File: config.mk
export PLATFORM = sky130hd
export DESIGN_NAME = char_rom_arbiter
export DESIGN_NICKNAME = d
export VERILOG_FILES = /design/src/rtl/char_rom_arbiter.sv
export SDC_FILE = /design/constraint.sdc
export NUM_CORES = 1
export LEC_CHECK = 0
export BUFFER_PORTS_ARGS = -buffer_cell sky130_fd_sc_hd__buf_2
export CELL_PAD_IN_SITES_DETAIL_PLACEMENT = 1
export CELL_PAD_IN_SITES_GLOBAL_PLACEMENT = 2
export CORE_MARGIN = 1.5
export CORE_UTILIZATION = 22
export CTS_CLUSTER_SIZE = 12
export DETAILED_ROUTE_END_ITERATION = 10
export PLACE_DENSITY_LB_ADDON = 0.1
export RECOVER_POWER = 100
export SLEW_MARGIN = 20
export SYNTH_ARGS = -nofsm -noshare
export SYNTH_HDL_FRONTEND = slang
export SYNTH_SLANG_ARGS = --single-unit
File: constraint.sdc
create_clock -name clk_i -period 2.8 [get_ports clk_i]
set_input_delay 0.42 -clock clk_i [delete_from_list [all_inputs] [get_ports clk_i]]
set_output_delay 0.42 -clock clk_i [all_outputs]
set_load 0.02 [all_outputs]
File: src/rtl/char_rom_arbiter.sv
// -----------------------------------------------------------------------------
// char_rom_arbiter
//   Shares one character-text ROM (char_xy in, registered char_code out)
//   between NUM_REQ text requesters. Round-robin arbitration with optional
//   locked bursts. Each ROM word comes back tagged with the requester index,
//   ROM_LAT cycles after its grant. One access per cycle, responses in grant
//   order, no backpressure on the response side.
//
// Ports
//   clk_i        system clock
//   rst_i        synchronous active-high reset
//   req_i        per-requester request, held until granted
//   lock_i       per-requester burst lock (meaningful only together with req)
//   addr_i       per-requester char_xy, slice i = [i*ADDR_W +: ADDR_W]
//   gnt_o        one-hot grant, combinational, same cycle as the accepted req
//   rom_addr_o   char_xy to the ROM (0 when nothing is granted)
//   rom_data_i   char_code from the ROM, ROM_LAT cycles after rom_addr_o
//   rsp_valid_o  response word valid
//   rsp_id_o     requester index of the response
//   rsp_data_o   character code returned (id/data hold while rsp_valid_o=0)
// -----------------------------------------------------------------------------
module char_rom_arbiter #(
    parameter int NUM_REQ   = 4,
    parameter int ADDR_W    = 12,
    parameter int DATA_W    = 7,
    parameter int ROM_LAT   = 1,
    parameter int MAX_BURST = 32
) (
    input  logic                         clk_i,
    input  logic                         rst_i,
    input  logic [NUM_REQ-1:0]           req_i,
    input  logic [NUM_REQ-1:0]           lock_i,
    input  logic [NUM_REQ*ADDR_W-1:0]    addr_i,
    output logic [NUM_REQ-1:0]           gnt_o,
    output logic [ADDR_W-1:0]            rom_addr_o,
    input  logic [DATA_W-1:0]            rom_data_i,
    output logic                         rsp_valid_o,
    output logic [$clog2(NUM_REQ)-1:0]   rsp_id_o,
    output logic [DATA_W-1:0]            rsp_data_o
);

    localparam int ID_W  = $clog2(NUM_REQ);
    localparam int CNT_W = $clog2(MAX_BURST + 1);
    localparam logic [CNT_W-1:0] MAX_CNT = CNT_W'(MAX_BURST);

    // Arbitration state
    logic [ID_W-1:0]  ptr_q, ptr_d;
    logic [ID_W-1:0]  owner_q, owner_d;
    logic             owner_vld_q, owner_vld_d;
    logic [CNT_W-1:0] burst_cnt_q, burst_cnt_d;

    // Response tag pipe; the last stage lines up with rom_data_i
    logic [ROM_LAT-1:0]           vld_q;
    logic [ROM_LAT-1:0][ID_W-1:0] id_q;
    logic [ID_W-1:0]              last_id_q;
    logic [DATA_W-1:0]            last_data_q;

    logic            win_vld;
    logic [ID_W-1:0] win_idx;
    logic            forced;
    logic            own_hold;
    int              j;

    // Winner selection: a locked owner keeps the ROM until it has used
    // MAX_BURST grants; after that it competes in plain round-robin, and since
    // ptr sits just past it, it is scanned last.
    always_comb begin
        win_vld  = 1'b0;
        win_idx  = '0;
        j        = 0;
        forced   = owner_vld_q && (burst_cnt_q >= MAX_CNT);
        own_hold = owner_vld_q && req_i[owner_q] && lock_i[owner_q];
        if (!rst_i) begin
            if (own_hold && !forced) begin
                win_vld = 1'b1;
                win_idx = owner_q;
            end else begin
                for (int k = 0; k < NUM_REQ; k++) begin
                    j = int'(ptr_q) + k;
                    if (j >= NUM_REQ) j = j - NUM_REQ;
                    if (!win_vld && req_i[j]) begin
                        win_vld = 1'b1;
                        win_idx = ID_W'(j);
                    end
                end
            end
        end
    end

    always_comb begin
        gnt_o      = '0;
        rom_addr_o = '0;
        if (win_vld) begin
            gnt_o[win_idx] = 1'b1;
            rom_addr_o     = addr_i[win_idx*ADDR_W +: ADDR_W];
        end
    end

    // Next arbitration state. A forced release counts as "no owner", so an
    // owner that wins again afterwards starts a fresh burst at 1. An owner
    // that drops req or lock loses ownership at the next edge even when
    // nobody else is granted, so a later lock starts a new burst.
    always_comb begin
        ptr_d       = ptr_q;
        owner_d     = owner_q;
        owner_vld_d = owner_vld_q;
        burst_cnt_d = burst_cnt_q;
        if (win_vld) begin
            ptr_d = (win_idx == ID_W'(NUM_REQ - 1)) ? '0 : win_idx + 1'b1;
            if (lock_i[win_idx]) begin
                owner_vld_d = 1'b1;
                owner_d     = win_idx;
                burst_cnt_d = (owner_vld_q && (owner_q == win_idx) && !forced)
                              ? burst_cnt_q + 1'b1 : CNT_W'(1);
            end else begin
                owner_vld_d = 1'b0;
                burst_cnt_d = '0;
            end
        end else if (owner_vld_q && !own_hold) begin
            owner_vld_d = 1'b0;
            burst_cnt_d = '0;
        end
    end

    always_ff @(posedge clk_i) begin
        if (rst_i) begin
            ptr_q       <= '0;
            owner_q     <= '0;
            owner_vld_q <= 1'b0;
            burst_cnt_q <= '0;
            vld_q       <= '0;
            last_id_q   <= '0;
            last_data_q <= '0;
        end else begin
            ptr_q       <= ptr_d;
            owner_q     <= owner_d;
            owner_vld_q <= owner_vld_d;
            burst_cnt_q <= burst_cnt_d;
            for (int k = ROM_LAT - 1; k > 0; k--) begin
                vld_q[k] <= vld_q[k-1];
            end
            vld_q[0] <= win_vld;
            if (vld_q[ROM_LAT-1]) begin
                last_id_q   <= id_q[ROM_LAT-1];
                last_data_q <= rom_data_i;
            end
        end
    end

    // Tag ids carry no reset; they are only looked at when their valid is set.
    always_ff @(posedge clk_i) begin
        for (int k = ROM_LAT - 1; k > 0; k--) begin
            id_q[k] <= id_q[k-1];
        end
        id_q[0] <= win_idx;
    end

    // The live word is passed straight from the ROM register in its arrival
    // cycle; the _q copies only supply the hold value between words.
    always_comb begin
        rsp_valid_o = 1'b0;
        rsp_id_o    = '0;
        rsp_data_o  = '0;
        if (!rst_i) begin
            rsp_valid_o = vld_q[ROM_LAT-1];
            rsp_id_o    = vld_q[ROM_LAT-1] ? id_q[ROM_LAT-1] : last_id_q;
            rsp_data_o  = vld_q[ROM_LAT-1] ? rom_data_i : last_data_q;
        end
    end

endmodule

# ---- After elaboration in Yosys (flattened, before gate mapping)
# Cells that the tools add are included.
dict set report totals {
  input_bits 65
  out_inout_bits 26
  regBits 23
  wordCells 116
}
dict set report op_classes {
  reduce_logical 18
  add_sub_neg 9
  mux 65
  multipliers 1
  eq_ne 2
  shift 1
  magnitude_cmp 12
}
# op count
set ops {}
lappend ops {{$mux W32} 12}
lappend ops {{$lt A32 B4 Y1 const B} 4}
lappend ops {{$shiftx A48 B7 Y12} 1}
lappend ops {{$mux W1} 28}
lappend ops {{$mux W6} 4}
lappend ops {{$mux W2} 9}
lappend ops {{$bmux W1 S2} 7}
lappend ops {{$mux W7} 2}
lappend ops {{$mux W12} 1}
lappend ops {{$sub A3 B3 Y4 const B} 3}
lappend ops {{$logic_and A1 B1 Y1} 11}
lappend ops {{$ge A3 B3 Y1 const B} 3}
lappend ops {{$add A2 B2 Y3 const B} 2}
lappend ops {{$add A6 B1 Y6 const B} 1}
lappend ops {{$ge A6 B6 Y1 const B} 1}
lappend ops {{$lt A2 B3 Y1 const B} 2}
lappend ops {{$logic_not A1 Y1} 5}
lappend ops {{$mul A2 B2 Y4 const B} 1}
lappend ops {{$mux W4} 1}
lappend ops {{$sub A2 B3 Y4 const B} 1}
lappend ops {{$add A2 B1 Y3 const B} 1}
lappend ops {{$ge A2 B3 Y1 const B} 1}
lappend ops {{$add A2 B1 Y2 const B} 1}
lappend ops {{$demux W1 S2} 1}
lappend ops {{other kinds (5)} 5}

# ---- Depth between registers and ports, before layout
dict set report depth {
  depth_word 34
  ltp_mapped 10
  mapped_depth_nobuf 9
}

# ---- Worst setup path after synthesis
# No wires, ideal clock.
dict set report synth_timing {
  path_kind {input -> output}
  startpoint {input lock_i[1]}
  endpoint {output rom_addr_o[0]}
  t_arrival_ns 2.580
  path_slack_ns -0.200
  required_ns 2.380
  path_buffers 2
  cell_stages 8
  path_cell_list {nand2_1 mux4_2 or2_1 buf_6 a21oi_4 buf_4 mux4_2 and2_1}
}
dict set report synth_via {
  elab_chain_cells 9
  elab_cells_between_ends 11
  classes_between {mul (1); shift (1); mux (7); reduce/logical (2)}
}
# element line
set synth_lines {}
lappend synth_lines {{start: declaration} 32} ;# input logic [NUM_REQ-1:0] lock_i,
lappend synth_lines {{$bmux W1 S2 *} 72} ;# own_hold = owner_vld_q && req_i[owner_q] && lock_i[owner_q];
lappend synth_lines {{$mux W1 (implied by the code) *} 72}
lappend synth_lines {{$logic_and A1 B1 Y1 *} 72}
lappend synth_lines {{$logic_and A1 B1 Y1 *} 74} ;# if (own_hold && !forced) begin
lappend synth_lines {{$mux W2} 74}
lappend synth_lines {{$mux W2} 73} ;# if (!rst_i) begin
lappend synth_lines {{$mul A2 B2 Y4} 95} ;# rom_addr_o = addr_i[win_idx*ADDR_W +: ADDR_W];
lappend synth_lines {{$shiftx A48 B7 Y12} 95}
lappend synth_lines {{$mux W12 *} 93} ;# if (win_vld) begin
lappend synth_lines {{end: declaration} 35} ;# output logic [ADDR_W-1:0] rom_addr_o,
# Mark *: on every way between the ends. The rest lies on a longest branch, timed or not. The select of a mux whose other input is x is not followed.

# ---- Worst setup path in the final report
dict set report layout_timing {
  startpoint {register owner_q[1]}
  endpoint {output rom_addr_o[7]}
}
dict set report layout_via {
  elab_chain_cells 10
  elab_cells_between_ends 14
  classes_between {mul (1); shift (1); mux (9); reduce/logical (3)}
}
# element line
set layout_lines {}
lappend layout_lines {{start: declaration} 48} ;# logic [ID_W-1:0] owner_q, owner_d;
lappend layout_lines {{start signal: assignment} 136} ;# owner_q <= owner_d;
lappend layout_lines {{$bmux W1 S2} 72}
lappend layout_lines {{$mux W1 (implied by the code)} 72}
lappend layout_lines {{$logic_and A1 B1 Y1 (2 in series)} 72}
lappend layout_lines {{$logic_and A1 B1 Y1} 74}
lappend layout_lines {{$mux W2} 74}
lappend layout_lines {{$mux W2} 73}
lappend layout_lines {{$mul A2 B2 Y4} 95}
lappend layout_lines {{$shiftx A48 B7 Y12} 95}
lappend layout_lines {{$mux W12 *} 93}
# Marked as above.

==> flow_summary.json <==
{
  "avgSynthCellArea_um2": 9.419,
  "peakVddDrop_v": 0.0001594,
  "syn_nets": 251,
  "grtUsageTotal": 0.1505,
  "fillerInstances": 884,
  "p_per_area_nw_per_um2": 372.7,
  "p_clk_frac": 0.198,
  "drtAntennaViolNets": 0,
  "async_reset_ff_frac": 0,
  "tightest_slew_ns": 0.5232,
  "viasPerCell": 4.493,
  "clkSinkCount": 23,
  "ys_ff_latch": 23,
  "drc": 0,
  "dieHeight_um": 90.79,
  "cts_max_path_buffers": 2,
  "synth_commonest_cells": "dfxtp_1 (23), nor2_1 (18), nand2_1 (13), and2_1 (12), mux4_2 (12)",
  "fin_total_pwr_mw": 1.073,
  "setup_viol": 18,
  "clock_latency_ns": 0.27,
  "maxSlewViolCount": 0,
  "grt_setup_unrepaired": "yes",
  "crit_type": "reg -> out",
  "end_kind": "output pin",
  "p_switching_mw": 0.3555,
  "routedWlPerCell_um": 14.84,
  "syn_inst": 180,
  "violations": "setup timing",
  "period_share": 1.108,
  "worst-path-max-fanout": 6,
  "p_int_mw": 0.7179,
  "grt_pass1_vias": 1911,
  "path_clk_slew_ns": 0.09,
  "synth.top_cells.by_area": "dfxtp_1 (27%), mux4_2 (16%), mux2i_1 (5.9%)",
  "vias": 1842,
  "grt-ovfl-total": 0,
  "synth_area_um2": 1695,
  "die_w_um": 90.79,
  "crit_required_ns": 2.38,
  "synth_most_common_cell": "dfxtp_1",
  "cts_hold_buf": 0,
  "fin_crit_ns": 3.101,
  "finalHoldViolations": 0,
  "pwr-share-comb": 0.465,
  "fmax_mhz": 322.5,
  "cts_inserted_buffers": 3,
  "final.setup.worst_slack_ns": -0.3011,
  "start_kind": "register",
  "synth-seq-area-share": 0.2716,
  "core-area_um2": 7370,
  "seq_power_share": 0.337,
  "final_nets": 383,
  "rows": 31,
  "drv_cap": 0,
  "dr.pass1.iters": 4,
  "drtIter0Drc": 34,
  "sw_frac_of_total": 0.3312,
  "ys.warnings.count": 0,
  "outcome": "finished with violations",
  "num_antenna_cells": 0,
  "grt_pass1_wl_mm": 10.01,
  "synth_ff_type": "dfxtp_1",
  "critPathArrivalTime_ns": 2.68,
  "io_buffers": 90,
  "hpwl_mm": 4.786,
  "root_buffer": "clkbuf_8",
  "cts_max_level": 1,
  "fp.dieArea_um2": 8242,
  "slew-limit-headroom": 0.6507,
  "antenna_found_initial": 0,
  "netlist.area_leader.share": 0.2716,
  "gp_congestion": 0.7077,
  "synth.distinct_cells": 42,
  "p_leak_nw": 1.316,
  "cts_tree": "built",
  "holdCritPathClass": "in -> reg",
  "synth_edf_count": 0,
  "area_growth_pct": 69.89,
  "drive_above_1_share": 0.5756,
  "finish.utilization": 0.3908,
  "skew_ns": 0.01056,
  "grt_max_degree": 21,
  "wl_mm": 6.086,
  "yosys.area.top_type": "dfxtp_1",
  "num_io_pins": 91,
  "start_util": 0.2301
}
## per-layer routing
metal | vias to the layer above | part of all wire | GRT usage
li1 | 917 | - | -
met1 | 884 | 0.43 | 0.1905
met2 | 37 | 0.53 | 0.2726
met3 | 4 | 0.029 | 0.02273
met4 | 0 | 0.0077 | 0.02344
met5 | - | 0 | 0
## path summary, 6_finish.rpt
path / startpoint / end / slack, ns / cells past startpoint
max: owner_q[1] / rom_addr_o[7] / -0.30 / 9
min: rom_data_i[1] / last_data_q[1] / 0.45 / 3
max reg2reg: owner_q[1] / burst_cnt_q[3] / -0.06 / 13
min reg2reg: burst_cnt_q[5] / burst_cnt_q[5] / 0.46 / 2
## area by class of cell
| cell class | count | area (um^2) | area share |
|---|---|---|---|
| Sequential cell | 23 | 461.7 | 0.1603 |
| Clock inverter | 1 | 5.005 | 0.001738 |
| Multi-Input combinational cell | 136 | 1264 | 0.4387 |
| Timing Repair Buffer | 136 | 932.1 | 0.3236 |
| Inverter | 12 | 52.55 | 0.01825 |
| Tap cell | 99 | 123.9 | 0.04301 |
| Clock buffer | 3 | 41.29 | 0.01434 |
## state kept, by name, indices dropped and copies added (netlist names)
register / flops
burst_cnt_q: 6
last_id_q: 2
owner_q: 2
owner_vld_q: 1
id_q: 2
vld_q: 1
last_data_q: 7
ptr_q: 2
## cell families after synthesis
| kind of cell | share of synthesized area |
|---|---|
| mux | 0.2340 |
| compound gates | 0.1498 |
| simple gates | 0.2406 |
| buf+inv | 0.05977 |
| flops | 0.2716 |
| fa+ha+maj | 0.04428 |
## through the flow
stage	hold slack, ns	setup TNS, ns	area, um^2	instances	setup WS [ns]
after floorplan	0.4268	-0.9682	1739	180	-0.1076
after global placement	0.4459	-3.548	2532	396	-0.2714
after detailed placement	0.4622	-3.729	2532	396	-0.2407
after CTS	0.4388	-5.110	2828	409	-0.3004
after global routing	0.4673	-6.421	2880	410	-0.4066
final	0.4487	-4.283	2880	410	-0.3011
## power groups by stage
stage	Combinational (mW)	Sequential, mW	Clock, mW
floorplan	0.254	0.363	0
global placement	0.418	0.369	0
detailed placement	0.422	0.369	0
CTS	0.496	0.362	0.230
global route	0.541	0.365	0.241
finish	0.499	0.362	0.212
## cells in the final DEF, fill, tap and decap left out, drive strengths merged, types with 2 or more instances in the layout
cell type	instances
a21boi	2
mux4	13
nor2	18
inv	12
nor3	4
nor4	3
nand3	3
nand2	14
buf	126
dfxtp	23
a21oi	12
and3	6
a31oi	2
o21ai	9
nand2b	5
ha	6
and2	12
nor2b	2
clkbuf	13
mux2i	10
nor3b	2
## worst max-delay path, stage by stage, from the launching register on
cell and delay [ns]:
dfxtp_2 0.34, inv_2 0.08, mux4_2 0.55, buf_6 0.15, nor4b_4 0.35, a21oi_4 0.08, buf_6 0.17, mux4_2 0.42
and2_4 0.17, buf_6 0.12
## timing repair
item	in CTS	in global routing
gates resized for setup	50	19
pin swaps	5	8
setup endpoints to repair	21	23
buffers inserted	8	4
cloned	1	0
(Power assumes the default switching activity.)
